`config.mk`:
```
export PLATFORM = sky130hd
export DESIGN_NAME = trap_report_ctrl
export DESIGN_NICKNAME = d
export VERILOG_FILES = /design/src/rtl/trap_report_pkg.sv /design/src/rtl/trap_prio_arb.sv /design/src/rtl/trap_report_ctrl.sv
export SDC_FILE = /design/constraint.sdc
export NUM_CORES = 1
export LEC_CHECK = 0
export ABC_AREA = 1
export CAP_MARGIN = 5
export CORE_ASPECT_RATIO = 1.2
export CORE_MARGIN = 3
export CORE_UTILIZATION = 40
export DETAILED_ROUTE_END_ITERATION = 10
export GPL_TIMING_DRIVEN = 0
export HOLD_SLACK_MARGIN = 0.06
export MAX_ROUTING_LAYER = met4
export PLACE_DENSITY = 0.69
export SETUP_SLACK_MARGIN = 0.1
export SYNTH_ARGS = -nofsm -noshare
export SYNTH_HDL_FRONTEND = slang
export SYNTH_SLANG_ARGS = --single-unit
```
`constraint.sdc`:
```
create_clock -name clock -period 6.7 [get_ports clock]
set_clock_uncertainty 0.2 [all_clocks]
set_input_delay 0.67 -clock clock [delete_from_list [all_inputs] [get_ports clock]]
set_output_delay 0.67 -clock clock [all_outputs]
set_load 0.02 [all_outputs]
```
`src/rtl/trap_report_pkg.sv`:
```
// Shared types and helpers for the end-of-run trap reporting controller.
package trap_report_pkg;

  typedef enum logic [1:0] {
    StRun    = 2'd0,
    StDrain  = 2'd1,
    StReport = 2'd2,
    StDone   = 2'd3
  } state_e;

  // A timeout is reported as one past the highest real source index.
  function automatic logic [2:0] timeout_src(input int unsigned num_src);
    return 3'(num_src);
  endfunction

  function automatic logic [31:0] sat_add32(input logic [31:0] a, input logic [31:0] b);
    logic [32:0] sum;
    sum = {1'b0, a} + {1'b0, b};
    return sum[32] ? 32'hFFFF_FFFF : sum[31:0];
  endfunction

endpackage

```
`src/rtl/trap_prio_arb.sv`:
```
// Lowest-index-wins priority picker: one-hot grant, binary index and any-valid flag.
module trap_prio_arb #(
  parameter int unsigned N = 2
) (
  input  logic [N-1:0] req,
  output logic [N-1:0] grant,
  output logic [2:0]   idx,
  output logic         any_valid
);

  // Walk from the top so the lowest asserted request is the last one written.
  always_comb begin
    grant = '0;
    idx   = '0;
    for (int i = N - 1; i >= 0; i--) begin
      if (req[i]) begin
        grant    = '0;
        grant[i] = 1'b1;
        idx      = 3'(i);
      end
    end
  end

  assign any_valid = |req;

endmodule

```
`src/rtl/trap_report_ctrl.sv`:
```
// Latches the first trap (or a cycle-limit timeout), freezes run counters, waits a
// drain window and then emits a single report pulse.
module trap_report_ctrl
  import trap_report_pkg::*;
#(
  parameter int unsigned NUM_SRC      = 2,
  parameter int unsigned COMMIT_W     = 3,
  parameter int unsigned DRAIN_CYCLES = 4,
  parameter logic [31:0] MAX_CYCLES   = 32'hFFFF_FFFF,
  parameter logic [31:0] TIMEOUT_CODE = 32'h0000_00FF
) (
  input  logic                        clock,
  input  logic                        reset,
  input  logic [NUM_SRC-1:0]          trap_valid,
  input  logic [NUM_SRC*32-1:0]       trap_code,
  input  logic [NUM_SRC*32-1:0]       trap_pc,
  input  logic [NUM_SRC*COMMIT_W-1:0] commit_cnt,
  output logic                        report_valid,
  output logic [31:0]                 report_code,
  output logic [31:0]                 report_pc,
  output logic [31:0]                 report_cycles,
  output logic [31:0]                 report_instrs,
  output logic [2:0]                  report_src,
  output logic                        busy
);

  localparam int unsigned SumW = COMMIT_W + $clog2(NUM_SRC);

  state_e      state_q, state_d;
  logic [31:0] cycle_q, cycle_d;
  logic [31:0] instr_q, instr_d;
  logic [31:0] drain_q, drain_d;
  logic [31:0] code_q, code_d;
  logic [31:0] pc_q, pc_d;
  logic [2:0]  src_q, src_d;

  logic [NUM_SRC-1:0] grant;
  logic [2:0]         win_idx;
  logic               any_trap;
  logic [31:0]        win_code, win_pc;
  logic [SumW-1:0]    commit_sum;
  logic [31:0]        cycle_inc, instr_inc;
  logic               timeout_hit;

  trap_prio_arb #(
    .N (NUM_SRC)
  ) u_arb (
    .req       (trap_valid),
    .grant     (grant),
    .idx       (win_idx),
    .any_valid (any_trap)
  );

  always_comb begin
    win_code   = '0;
    win_pc     = '0;
    commit_sum = '0;
    for (int i = 0; i < NUM_SRC; i++) begin
      if (grant[i]) begin
        win_code = trap_code[i*32 +: 32];
        win_pc   = trap_pc[i*32 +: 32];
      end
      commit_sum = commit_sum + SumW'(commit_cnt[i*COMMIT_W +: COMMIT_W]);
    end
  end

  assign cycle_inc   = sat_add32(cycle_q, 32'd1);
  assign instr_inc   = sat_add32(instr_q, 32'(commit_sum));
  assign timeout_hit = (MAX_CYCLES != 32'd0) && (cycle_q == MAX_CYCLES - 32'd1);

  always_comb begin
    state_d = state_q;
    cycle_d = cycle_q;
    instr_d = instr_q;
    drain_d = drain_q;
    code_d  = code_q;
    pc_d    = pc_q;
    src_d   = src_q;
    unique case (state_q)
      StRun: begin
        cycle_d = cycle_inc;
        instr_d = instr_inc;
        if (any_trap || timeout_hit) begin
          // A real trap beats a timeout landing on the same cycle.
          code_d  = any_trap ? win_code : TIMEOUT_CODE;
          pc_d    = any_trap ? win_pc : 32'd0;
          src_d   = any_trap ? win_idx : timeout_src(NUM_SRC);
          drain_d = '0;
          state_d = (DRAIN_CYCLES == 0) ? StReport : StDrain;
        end
      end
      StDrain: begin
        if (drain_q == DRAIN_CYCLES - 1) begin
          state_d = StReport;
        end else begin
          drain_d = drain_q + 32'd1;
        end
      end
      StReport: state_d = StDone;
      StDone:   state_d = StDone;
      default:  state_d = StRun;
    endcase
  end

  always_ff @(posedge clock) begin
    if (reset) begin
      state_q <= StRun;
      cycle_q <= '0;
      instr_q <= '0;
      drain_q <= '0;
      code_q  <= '0;
      pc_q    <= '0;
      src_q   <= '0;
    end else begin
      state_q <= state_d;
      cycle_q <= cycle_d;
      instr_q <= instr_d;
      drain_q <= drain_d;
      code_q  <= code_d;
      pc_q    <= pc_d;
      src_q   <= src_d;
    end
  end

  // Counters run live in RUN; they only become report values once frozen.
  assign report_valid  = (state_q == StReport);
  assign busy          = (state_q == StDrain) || (state_q == StReport);
  assign report_cycles = (state_q == StRun) ? 32'd0 : cycle_q;
  assign report_instrs = (state_q == StRun) ? 32'd0 : instr_q;
  assign report_code   = code_q;
  assign report_pc     = pc_q;
  assign report_src    = src_q;

endmodule
```
==> flow_summary.yaml <==
floorplan:
  dieArea_sq_um: 26100
  start_util: 0.412
  dieWidth_microns: 148
  coreArea_sq_um: 23500
  die_h_microns: 177
  ios: 271
  fp-row-count: 61
sta:
  worstMarginPinSlew_ps: 767
  relSlewSlack: 0.489
  setup_tns_ps: 0
  setup_viol: 0
  drv_slew: 0
  finalHoldViolCount: 0
  period_needed_ps: 4190
  period_share: 0.626
  rsz0062_at_grt: "no"
  max_freq_mhz: 239
yosys:
  synth_cell_type_count: 41
  synth_area_leaders: "dfxtp_1 34%, nor2_1 13%, nand2_1 12%"
  synthCells: 1513
  synthArstFlopShare: 0
  yosysTopAreaCellShare: 0.339
  postSynthAreaPerCell_sq_um: 6.40
  synth_area_sq_um: 9690
  synth_top_area_cell: "dfxtp_1"
  synth-seq-cells: 164
  synth_edf_count: 0
  syn_nets: 1666
  ys_seq_area_frac: 0.339
  yosys_warnings: 0
  synth_flop_cell: "dfxtp_1"
drt:
  drc: 0
  avgViaCountPerCell: 4.98
  vias: 10597
  ant_nets: 0
  drtIter0Drc: 530
  totalWireLength_microns: 33400
  first_pass_iters: 5
  wire_per_inst_microns: 15.7
critical_path:
  crit_type: "register to output pin"
  critPathCaptureType: "output pin"
  cp.arrival_ps: 3320
  slowest_stage: "clkdlybuf4s50_1"
  path_cells: "inv_1 -> ha_1 -> buf_2 -> clkbuf_1 -> buf_1 -> nor2_1 -> clkdlybuf4s50_1"
  critPathLaunchType: "register"
  max_stage_delay_ps: 590
  crit_fanout: 10
  crit_required_ps: 5830
grt:
  grt_overflow: 0
  grt_max_degree: 18
  grt_pass1_wl_microns: 52600
  grt_pass1_vias: 10363
  grt_usage: 0.258
  antenna_found_initial: 1
cts:
  worstSkewPairLatency_ps: 440
  postCtsSetupBuffers: 0
  cts_sinks: 164
  cts_root_buf: "clkbuf_16"
  ctsResizeCount: 0
  hold_buffers: 0
  cts_buffer_depth: 2
  cts_tree: "built"
  cts_buffers: 17
  clk_pin_slew_worst_paths_ps: 70
  htree_levels: 4
layout:
  num-nets-final: 1953
  drive_gt1_frac: 0.0541
  areaGrowthSynthToFinish_pct: 37.9
  final_area_sq_um: 13400
  layout.cells.non_filler: 2129
place:
  dp_cells: 2096
  place.gp.congestion: 0.930
  dp_hpwl_microns: 26300
  placed_cell_area_sq_um: 12800
  port_buffers: 268
power_and_ir_drop:
  peakVddDrop_mv: 0.183
  finalPower_mw: 4.19
  leakage_nw: 5.36
  p_per_area_nw_per_um2: 314
status:
  status: "completed"
worst_hold_path:
  min_path_type: "register to register"
flow_run:
  drv_cap: 0
-- area by class of cell --
cell class                 instances  area, sq um
sequential                       164         3280
timing repair buffer             268         2680
buffer                            74          448
tap                              315          394
clock inverter                    15          164
inverter                         180          677
antenna                            1         2.50
multi-input combinational       1095         5280
clock buffer                      17          425
fill                            2382        10100
-- cells in the mapped netlist, types with 2 or more instances --
| cell type | count |
|---|---|
| o22ai_1 | 8 |
| nand3_1 | 115 |
| nor2_2 | 5 |
| buf_4 | 13 |
| o21bai_1 | 7 |
| nor2_1 | 340 |
| buf_6 | 13 |
| o21ai_0 | 45 |
| nor2_4 | 3 |
| o21ai_1 | 38 |
| nor4_1 | 3 |
| fa_1 | 4 |
| buf_1 | 4 |
| buf_2 | 10 |
| nor3_1 | 29 |
| inv_1 | 175 |
| nand3_2 | 3 |
| inv_2 | 3 |
| nand2_4 | 2 |
| or2_2 | 3 |
| a22o_1 | 57 |
| nand2_2 | 6 |
| a21oi_1 | 55 |
| clkbuf_1 | 33 |
| ha_1 | 11 |
| xor2_1 | 24 |
| nand2_1 | 303 |
| nand4_1 | 16 |
| dfxtp_1 | 164 |
| a31oi_1 | 10 |
-- worst paths after layout --
check,startpoint,endpoint,slack [ps],depth (start not counted)
worst min register to register,report_src[0],report_src[0],270,2
worst max-delay path,state_q[0],report_instrs[15],2510,7
worst max register to register,instr_q[1],instr_q[25],3910,12
worst min-delay path,report_src[0],report_src[0],270,2
-- flip-flops by register name, indices dropped and copies added (netlist names) --
| signal | flops |
|---|---|
| cycle_q | 32 |
| drain_q | 32 |
| report_src | 2 |
| instr_q | 32 |
| state_q | 2 |
| report_pc | 32 |
| report_code | 32 |
-- worst max-delay path, delay by kind of cell, from the launching register on --
kind,cells,cell delay [ps]
buf+inv,5,2010
flops,1,340
fa+ha+maj,1,350
simple gates,1,190
-- cell usage in the layout (no fill, tap or decap), types with 3 or more instances in the layout --
cell and n:
nor2_1 340, nand2_1 303, clkdlybuf4s50_1 268, inv_1 175
dfxtp_1 164, nand3_1 115, a22o_1 57, a21oi_1 55
o21ai_0 45, o21ai_1 38, clkbuf_1 33, nor3_1 29
xor2_1 24, clkbuf_16 17, nand4_1 16, buf_6 13
buf_4 13, ha_1 11, buf_2 10, a31oi_1 10
o22ai_1 8, o21bai_1 7, inv_6 7, nand2_2 6
nor2_2 5, buf_1 4, fa_1 4, inv_2 3
nand3_2 3, nor2_4 3, or2_2 3, nor4_1 3
inv_8 3
-- report_power, final --
| group | switching, mW | internal, mW |
|---|---|---|
| sequential | 0.139 | 1.17 |
| combinational | 1.13 | 0.747 |
| clock | 0.471 | 0.532 |
| total | 1.74 | 2.45 |
-- cells by family after synthesis --
group / count (synthesis) / synth area share
XOR/XNOR: 25 / 0.0226
buffers and inverters: 254 / 0.116
AND/OR/NAND/NOR: 833 / 0.358
other: 1 / 0.000387
AO/OA/AOI/OAI: 221 / 0.142
adder cells (fa/ha/maj): 15 / 0.0225
flip-flops: 164 / 0.339
-- metrics by stage --
step | hold slack (ps) | worst slack (ps) | utilization
final | 269 | 2510 | 0.568
after global placement | 254 | 3060 | 0.543
after floorplan | 273 | 3850 | -
after global routing | 295 | 2330 | 0.568
after CTS | 271 | 2520 | 0.568
after detailed placement | 263 | 3010 | 0.543
-- routing by layer --
| metal | share of wire | track usage | wire [microns] | vias up |
|---|---|---|---|---|
| met1 | 0.41 | 0.301 | 13800 | 4792 |
| met5 | 0 | - | 0 | - |
| met3 | 0.067 | 0.0557 | 2230 | 57 |
| met2 | 0.49 | 0.439 | 16400 | 350 |
| met4 | 0.033 | 0.0963 | 1090 | 0 |
| li1 | - | - | - | 5398 |
Note: power is estimated with default switching activity, not from simulation.
